==> src/rtl/multiword_add_sequencer_if.sv <==
`default_nettype none
// +----------------------------------------------------------------------+
// | multiword_add_sequencer_if: control handshake and shared-adder bus   |
// | Rev 1.0                                                              |
// +----------------------------------------------------------------------+
interface multiword_add_sequencer_if #(
   parameter int NBYTES = 4
);
   localparam int W = 8 * NBYTES;

   logic         start;
   logic         sub;
   logic [W-1:0] a;
   logic [W-1:0] b;
   logic         busy;
   logic         done;
   logic [W-1:0] sum;
   logic         cy_out;
   logic         ovf;
   logic [7:0]   add_a;
   logic [7:0]   add_b;
   logic         add_cin;
   logic [7:0]   add_sum;
   logic         add_cout;

   modport slave (
      input  start, sub, a, b, add_sum, add_cout,
      output busy, done, sum, cy_out, ovf, add_a, add_b, add_cin
   );

   modport master (
      output start, sub, a, b, add_sum, add_cout,
      input  busy, done, sum, cy_out, ovf, add_a, add_b, add_cin
   );
endinterface
`default_nettype wire

==> src/rtl/multiword_add_sequencer.sv <==
`default_nettype none
// +----------------------------------------------------------------------+
// | multiword_add_sequencer: byte-serial add/sub over an external adder  |
// | Rev 1.0                                                              |
// +----------------------------------------------------------------------+
module multiword_add_sequencer #(
   parameter int NBYTES = 4
) (
   input  wire                        clk,
   input  wire                        rst_n,
   multiword_add_sequencer_if.slave   bus
);
   localparam int W    = 8 * NBYTES;
   localparam int IDXW = $clog2(NBYTES);

   localparam logic [1:0] S_IDLE = 2'd0;
   localparam logic [1:0] S_RUN  = 2'd1;
   localparam logic [1:0] S_DONE = 2'd2;

   localparam logic [IDXW-1:0] C_LAST_IDX = IDXW'(NBYTES - 1);

   logic [1:0]      state_q, state_d;
   logic [IDXW-1:0] idx_q;
   logic [W-1:0]    a_q;
   logic [W-1:0]    b_q;
   logic            carry_q;
   logic [W-1:0]    sum_q;
   logic            cy_q;
   logic            ovf_q;

   logic w_accept;
   logic w_last;

   assign w_accept = (state_q == S_IDLE) && bus.start;
   assign w_last   = (state_q == S_RUN) && (idx_q == C_LAST_IDX);

   always_ff @(posedge clk or negedge rst_n) begin
      if (!rst_n) begin
         state_q <= S_IDLE;
      end else begin
         state_q <= state_d;
      end
   end

   always_comb begin
      state_d = state_q;
      case (state_q)
         S_IDLE:  if (bus.start) state_d = S_RUN;
         S_RUN:   if (w_last)    state_d = S_DONE;
         S_DONE:  state_d = S_IDLE;
         default: state_d = S_IDLE;
      endcase
   end

   always_comb begin
      bus.busy    = (state_q != S_IDLE);
      bus.done    = (state_q == S_DONE);
      bus.add_a   = 8'h00;
      bus.add_b   = 8'h00;
      bus.add_cin = 1'b0;
      if (state_q == S_RUN) begin
         bus.add_a   = a_q[{idx_q, 3'b000} +: 8];
         bus.add_b   = b_q[{idx_q, 3'b000} +: 8];
         bus.add_cin = carry_q;
      end
   end

   // Subtraction is a + ~b + 1: invert B once at capture and seed the carry.
   always_ff @(posedge clk or negedge rst_n) begin
      if (!rst_n) begin
         idx_q   <= '0;
         a_q     <= '0;
         b_q     <= '0;
         carry_q <= 1'b0;
         sum_q   <= '0;
         cy_q    <= 1'b0;
         ovf_q   <= 1'b0;
      end else if (w_accept) begin
         a_q     <= bus.a;
         b_q     <= bus.sub ? ~bus.b : bus.b;
         carry_q <= bus.sub;
         idx_q   <= '0;
      end else if (state_q == S_RUN) begin
         sum_q[{idx_q, 3'b000} +: 8] <= bus.add_sum;
         carry_q <= bus.add_cout;
         if (w_last) begin
            cy_q  <= bus.add_cout;
            ovf_q <= (a_q[W-1] == b_q[W-1]) && (bus.add_sum[7] != a_q[W-1]);
         end else begin
            idx_q <= idx_q + IDXW'(1);
         end
      end
   end

   assign bus.sum    = sum_q;
   assign bus.cy_out = cy_q;
   assign bus.ovf    = ovf_q;
endmodule
`default_nettype wire
==> src/flat_wrapper.sv <==
// flat-port wrapper written by rule: the top's interface ports become plain ports
module multiword_add_sequencer_flat 
#(
   parameter int NBYTES = 4
)
  (clk, rst_n, bus_start, bus_sub, bus_a, bus_b, bus_add_sum, bus_add_cout, bus_busy, bus_done, bus_sum, bus_cy_out, bus_ovf, bus_add_a, bus_add_b, bus_add_cin);
  multiword_add_sequencer_if #(.NBYTES(NBYTES)) bus_i ();
  input  wire clk;
  input  wire rst_n;
  input wire logic [$bits(bus_i.start)-1:0] bus_start;
  input wire logic [$bits(bus_i.sub)-1:0] bus_sub;
  input wire logic [$bits(bus_i.a)-1:0] bus_a;
  input wire logic [$bits(bus_i.b)-1:0] bus_b;
  input wire logic [$bits(bus_i.add_sum)-1:0] bus_add_sum;
  input wire logic [$bits(bus_i.add_cout)-1:0] bus_add_cout;
  output wire logic [$bits(bus_i.busy)-1:0] bus_busy;
  output wire logic [$bits(bus_i.done)-1:0] bus_done;
  output wire logic [$bits(bus_i.sum)-1:0] bus_sum;
  output wire logic [$bits(bus_i.cy_out)-1:0] bus_cy_out;
  output wire logic [$bits(bus_i.ovf)-1:0] bus_ovf;
  output wire logic [$bits(bus_i.add_a)-1:0] bus_add_a;
  output wire logic [$bits(bus_i.add_b)-1:0] bus_add_b;
  output wire logic [$bits(bus_i.add_cin)-1:0] bus_add_cin;
  assign bus_i.start = bus_start;
  assign bus_i.sub = bus_sub;
  assign bus_i.a = bus_a;
  assign bus_i.b = bus_b;
  assign bus_i.add_sum = bus_add_sum;
  assign bus_i.add_cout = bus_add_cout;
  assign bus_busy = bus_i.busy;
  assign bus_done = bus_i.done;
  assign bus_sum = bus_i.sum;
  assign bus_cy_out = bus_i.cy_out;
  assign bus_ovf = bus_i.ovf;
  assign bus_add_a = bus_i.add_a;
  assign bus_add_b = bus_i.add_b;
  assign bus_add_cin = bus_i.add_cin;
  multiword_add_sequencer #(.NBYTES(NBYTES)) u_core (.clk(clk), .rst_n(rst_n), .bus(bus_i));
endmodule
==> config.mk <==
export PLATFORM = sky130hd
export DESIGN_NAME = multiword_add_sequencer_flat
export DESIGN_NICKNAME = d
export VERILOG_FILES = /design/src/rtl/multiword_add_sequencer_if.sv /design/src/rtl/multiword_add_sequencer.sv /design/src/flat_wrapper.sv
export SDC_FILE = /design/constraint.sdc
export NUM_CORES = 1
export LEC_CHECK = 0
export CAP_MARGIN = 20
export CELL_PAD_IN_SITES_DETAIL_PLACEMENT = 0
export CELL_PAD_IN_SITES_GLOBAL_PLACEMENT = 1
export CORE_AREA = 2 2 124 126
export CTS_CLUSTER_DIAMETER = 150
export CTS_CLUSTER_SIZE = 14
export DETAILED_ROUTE_END_ITERATION = 16
export DIE_AREA = 0 0 126 128
export PLACE_DENSITY = 0.66
export REMOVE_ABC_BUFFERS = 1
export SLEW_MARGIN = 20
export SYNTH_ARGS = -nofsm -noshare
export SYNTH_HDL_FRONTEND = slang
export SYNTH_SLANG_ARGS = --single-unit
==> constraint.sdc <==
create_clock -name clk -period 2.8 [get_ports clk]
set_input_delay 0.42 -clock clk [delete_from_list [all_inputs] [get_ports clk]]
set_output_delay 0.42 -clock clk [all_outputs]
set_load 0.005 [all_outputs]
### Yosys cells after proc, flatten, opt, wreduce, memory -nomap -nowiden

Index checks and enable logic that the tools add are counted.

* memories kept: 0
* word-level logic and storage cells: 47
* output and inout port bits: 53
* bits of input ports: 77
* bits in latches: 0
* RAM bits: 0
* register bits after elaboration: 103
* memory bits (read-only): 0

* $add $sub $neg: 2
* mux-type cells: 13
* equality and inequality tests: 8
* div/mod/pow operators: 0
* bitwise logic cells: 2
* order comparisons: 0
* shifts and indexed selects: 4
* reduce and logical (&&, ||, !) cells: 10
* multiply operators: 0

Operators by type and width (number)
* $shiftx 32x6->8: 2
* $bwmux 32: 1
* $mux 32: 1
* $not 32->32: 1
* $shift 8x7->32 const A: 1
* $shiftx 8x7->32: 1
* $mux 8: 2
* $mux 2: 5
* $neg 5->7: 1
* $reduce_and 2->1: 3
* $eq 2x2->1 const B: 2
* $ne 2x1->1 const B: 2
* $pmux 2 s2: 1
* $reduce_bool 2->1: 2
* $logic_and 1x1->1: 3
* $mux 1: 3
* $reduce_and 3->1: 1
* $add 2x1->2 const B: 1
* $eq 2x1->1 const B: 1
* $logic_not 2->1: 1
* $ne 2x2->1 const B: 1
* $eq 1x1->1: 1
* $ne 1x1->1: 1
* $not 1->1: 1

### Logic depth before layout (Yosys ltp)

* word-level depth: 5
* mapped depth: 7
* mapped depth without buffers: 5

### Worst setup path after synthesis

OpenSTA, ideal clock, no wires.

* kind: flip-flop to flip-flop
* start: reg u_core.idx_q[1]
* end: reg u_core.sum_q[16] (netlist: u_core.bus.sum[16])
* path slack: 0.714 ns
* period minus slack after synthesis: 2.086 ns
* required time: 2.733 ns
* library setup time: 0.067 ns
* stages on the path, launching flop included: 8
* arrival time: 2.019 ns
* path buffers: 2
* cells stage by stage: dfrtp_1 -> buf_2 -> buf_2 -> inv_1 -> ha_1 -> or3b_4 -> nor4b_4 -> a22o_1

* word-level cells in the longest chain between the ends: 3
* elaborated cells between the ends (all ways): 4
* classes of those cells: add/sub: 1; shift: 2; mux: 1

Ends and longest elaborated chain
* start, declared: line multiword_add_sequencer.sv:23 `logic [IDXW-1:0] idx_q;`
* start signal, assigned: line multiword_add_sequencer.sv:90 `idx_q <= idx_q + IDXW'(1);`
* $neg 5->7 *: line multiword_add_sequencer.sv:84 `sum_q[{idx_q, 3'b000} +: 8] <= bus.add_sum;`
* $shiftx 8x7->32 or $shift 8x7->32 (tied branches): line multiword_add_sequencer.sv:84
* $bwmux 32 *: line multiword_add_sequencer.sv:84
* end signal, assigned by index: line multiword_add_sequencer.sv:84
* end, declared: line multiword_add_sequencer.sv:27 `logic [W-1:0] sum_q;`

Every way passes the cells marked *; elsewhere a longest branch is shown, timed or not.
A chain may end at the register's enable or synchronous reset.

### Worst setup path in the final report

* start: reg u_core.idx_q[1]
* end: out bus_add_b[2]

* word-level cells in the longest chain between the ends: 2

Ends and longest elaborated chain
* $shiftx 32x6->8: line multiword_add_sequencer.sv:63 `bus.add_b = b_q[{idx_q, 3'b000} +: 8];`
* $mux 8: line multiword_add_sequencer.sv:61 `if (state_q == S_RUN) begin`
* end, declared: line flat_wrapper.sv:22 `output wire logic [$bits(bus_i.add_b)-1:0] bus_add_b;`

No other way between the ends.

==> impl_metrics.toml <==
[status]
status = "completed"

[drt]
vias = 3238
remaining_drc_errors = 0
viasPerCell = 4.755
wirelength_um = 11040
drtIter0Drc = 170
antenna_left = 0
wire_per_inst_um = 16.22
first_pass_iters = 4

[power_and_ir_drop]
switchingPower_mw = 2.155
clockPowerShare_pct = 16.8
p_seq_share_pct = 37.2
powerDensity_mw_per_mm2 = 1080
design_power_total_mw = 7.031
ir_worst_vdd_v = 0.0003746
power.leakage_nw = 2.623
swShare_pct = 30.65
combPwrFrac_pct = 46.0
p_int_mw = 4.876

[timing]
period_needed_ns = 2.543
fin_hold_ws_ns = 0.1185
finalCritPeriodShare_pct = 90.83
finalHoldViolCount = 0
worst_slew_pin_slew_ns = 0.9156
max_freq_ghz = 0.3932
finClkSkew_ns = 0.008977
rsz0062_at_grt = "false"
finalSetupViolations = 0
drv_slew = 0
slew_headroom_pct = 38.96

[placed_design]
dpl.hpwl_um = 7789
gp_congestion = 0.7314
io_buffer_count = 129

[logic_synthesis]
ys_ff_latch = 103
netlist-cell-type-count = 26
ys.warnings.count = 0
avgSynthCellArea_um2 = 13.06
syn_area_mm2 = 0.004676
yosysSeqAreaShare_pct = 55.12
netlist_instances = 358

[global_route]
grtUsageTotal_pct = 14.29
antenna_found_initial = 0
grt_first_pass_wirelength_um = 17800
grt-ovfl-total = 0
grt_max_degree = 89
grt_pass1_vias = 3364

[clock_network]
cts_tree = "yes"
hold_buffers = 0
numCtsBuffers = 9
htreeDepth = 3
cts_sinks = 103
cts_root_buffer = "clkbuf_16"
cts.path.max_buffers = 2
path_clk_slew_ns = 0.07
clk_latency_ns = 0.35

[final_layout]
areaGrowthSynthToFinish_pct = 39.18
diodes = 0
drive_gt1_share_pct = 17.24
nets = 570

[setup_path]
cp_max_fo = 12
critPathSlowestCell = "dfrtp_1"
crit_buf_inv = 2
crit_start = "u_core.idx_q[1]"
timing.rr.start = "u_core.idx_q[1]"
cp.arrival_ns = 2.12
crit_chain = "buf_12 > mux4_2 > and2_1 > clkdlybuf4s50_1"
criticalPathCategory = "reg -> out"
worstPathRequired_ns = 2.38
end_kind = "primary output"
max_stage_delay_ns = 0.63
cp_top_family = "buffers and inverters"
cp-start-kind = "register"

[floorplanning]
die_h_um = 128
ios = 130
dieArea_mm2 = 0.01613
num_rows = 45
dieWidth_um = 126
core_area_mm2 = 0.01486
start_util_pct = 31.46

[job]
cap_viol_max_count = 0

[worst_hold_path]
hold_class = "in -> async"
worst reg2reg max path: cells and delay by family (launching register included):
family                     cells  cell delay [ns]
AOI/OAI and AO/OA              1             0.21
adders and majority gates      1             0.28
buffers and inverters          1             0.17
DFF                            1             0.63
and+or+nand+nor                2             0.89
cell families (layout without fill, tap and decap cells):
group                      count (synthesis)  after routing  share of synthesized area, %
DFF                                      103            103                         55.12
AOI/OAI and AO/OA                         68             68                         9.847
buffers and inverters                     25            160                         2.489
xor gates and xnor gates                  33             33                         6.181
adders and majority gates                  5              5                         1.338
and+or+nand+nor                           74             74                         9.152
muxes                                     50             50                         15.87
repair_timing:
| action | CTS | global route |
|---|---|---|
| setup endpoints to repair | 6 | 0 |
| gates resized for setup | 1 | 0 |
| buffers inserted | 2 | 0 |
per-layer routing:
metal | GRT usage [%] | wire length, um | vias to the layer above | part of all wire, %
met5 | 0 | 0 | - | 0
met4 | 4.460 | 161 | 0 | 1.5
met3 | 4.299 | 656 | 13 | 5.9
met2 | 22.61 | 5053 | 108 | 46
met1 | 18.98 | 5172 | 1588 | 47
li1 | - | - | 1529 | -
registers in the layout (all words and copies together) (netlist names):
name	count
u_core.a_q	32
u_core.b_q	32
u_core.bus.sum	32
u_core.idx_q	2
u_core.state_q	2
u_core.bus.cy_out	1
u_core.bus.ovf	1
u_core.carry_q	1
synthesized netlist by cell type:
library cell	count	area, um^2
nand3b_1	2	15.01
dfrtp_1	103	2577
ha_1	5	62.56
a22o_1	32	280.3
a21oi_1	33	165.2
buf_1	3	11.26
and2_1	17	106.4
mux4_2	16	360.4
buf_4	1	7.510
and3b_1	1	8.760
nor3b_1	2	15.01
nor2_1	36	135.1
or2_2	2	12.51
buf_2	15	75.07
nand2_1	6	22.52
or3b_4	1	11.26
nand2b_1	1	6.260
mux2i_1	1	10.01
o21ai_0	3	15.01
clkbuf_1	3	11.26
nand4bb_1	1	11.26
nor4b_4	3	71.32
inv_1	3	11.26
mux2_2	33	371.6
nor2b_1	2	12.51
xnor2_1	33	289.0
per-stage QoR:
stage	util (%)	worst slack, ns	area [um^2]	setup TNS (ns)	cells
after floorplan	-	-4.442	4571	-287.39	336
after global placement	41.78	0.3027	6211	0	663
after detailed placement	41.78	0.2808	6211	0	663
after CTS	43.78	0.1625	6507	0	681
after global routing	43.78	0.1442	6507	0	681
final	43.78	0.2569	6507	0	681
cell type report:
class	instances	area (um^2)
fillers	1430	8357
multi-input cells	230	1989
repair buffers	141	1411
inverters	3	11.26
clock inverters	2	15.01
flip-flops and latches	103	2581
well taps	188	235.2
clock buffers	14	264.0
cells in the final DEF, fill, tap and decap left out:
cell / Yosys / final
nor4b_4: 3 / 3
ha_1: 5 / 5
mux4_2: 16 / 16
a22o_1: 32 / 32
buf_12: 0 / 3
and2_1: 17 / 17
inv_1: 3 / 3
nor2_1: 36 / 36
clkbuf_8: 0 / 2
xnor2_1: 33 / 33
o21ai_0: 3 / 3
and3b_1: 1 / 1
or3b_4: 1 / 1
buf_4: 1 / 10
nand2_1: 6 / 6
clkdlybuf4s50_1: 0 / 127
clkbuf_16: 0 / 9
dfrtp_4: 0 / 1
nand3b_1: 2 / 2
buf_2: 15 / 1
clkinvlp_4: 0 / 2
or2_2: 2 / 2
nor2b_1: 2 / 1
a21oi_1: 33 / 33
mux2i_1: 1 / 1
mux2_2: 33 / 33
dfrtp_1: 103 / 102
nand2b_1: 1 / 1
nor3b_2: 0 / 1
clkbuf_1: 3 / 3
nand4bb_1: 1 / 1
nor2b_2: 0 / 1
nor3b_1: 2 / 1
worst paths after layout:
kind                                      endpoint  depth (start not counted)  slack [ns]
max in group asynchronous            u_core.b_q[7]                          2        1.96
worst max register to register  u_core.bus.sum[20]                          5        0.56
min in group clk                    u_core.a_q[26]                          1        0.50
worst min-delay path                 u_core.a_q[3]                          1        0.12
worst max-delay path                  bus_add_b[2]                          4        0.26
worst min register to register      u_core.a_q[26]                          1        0.50
power groups by stage:
stage	logic, mW	clock network [mW]	registers [mW]
after CTS	3.30	1.22	2.63
after global routing	3.54	1.29	2.71
after global placement	3.15	0	2.68
after floorplan	1.76	0	2.61
after detailed placement	3.21	0	2.70
final	3.23	1.18	2.62
(Power assumes the default switching activity.)
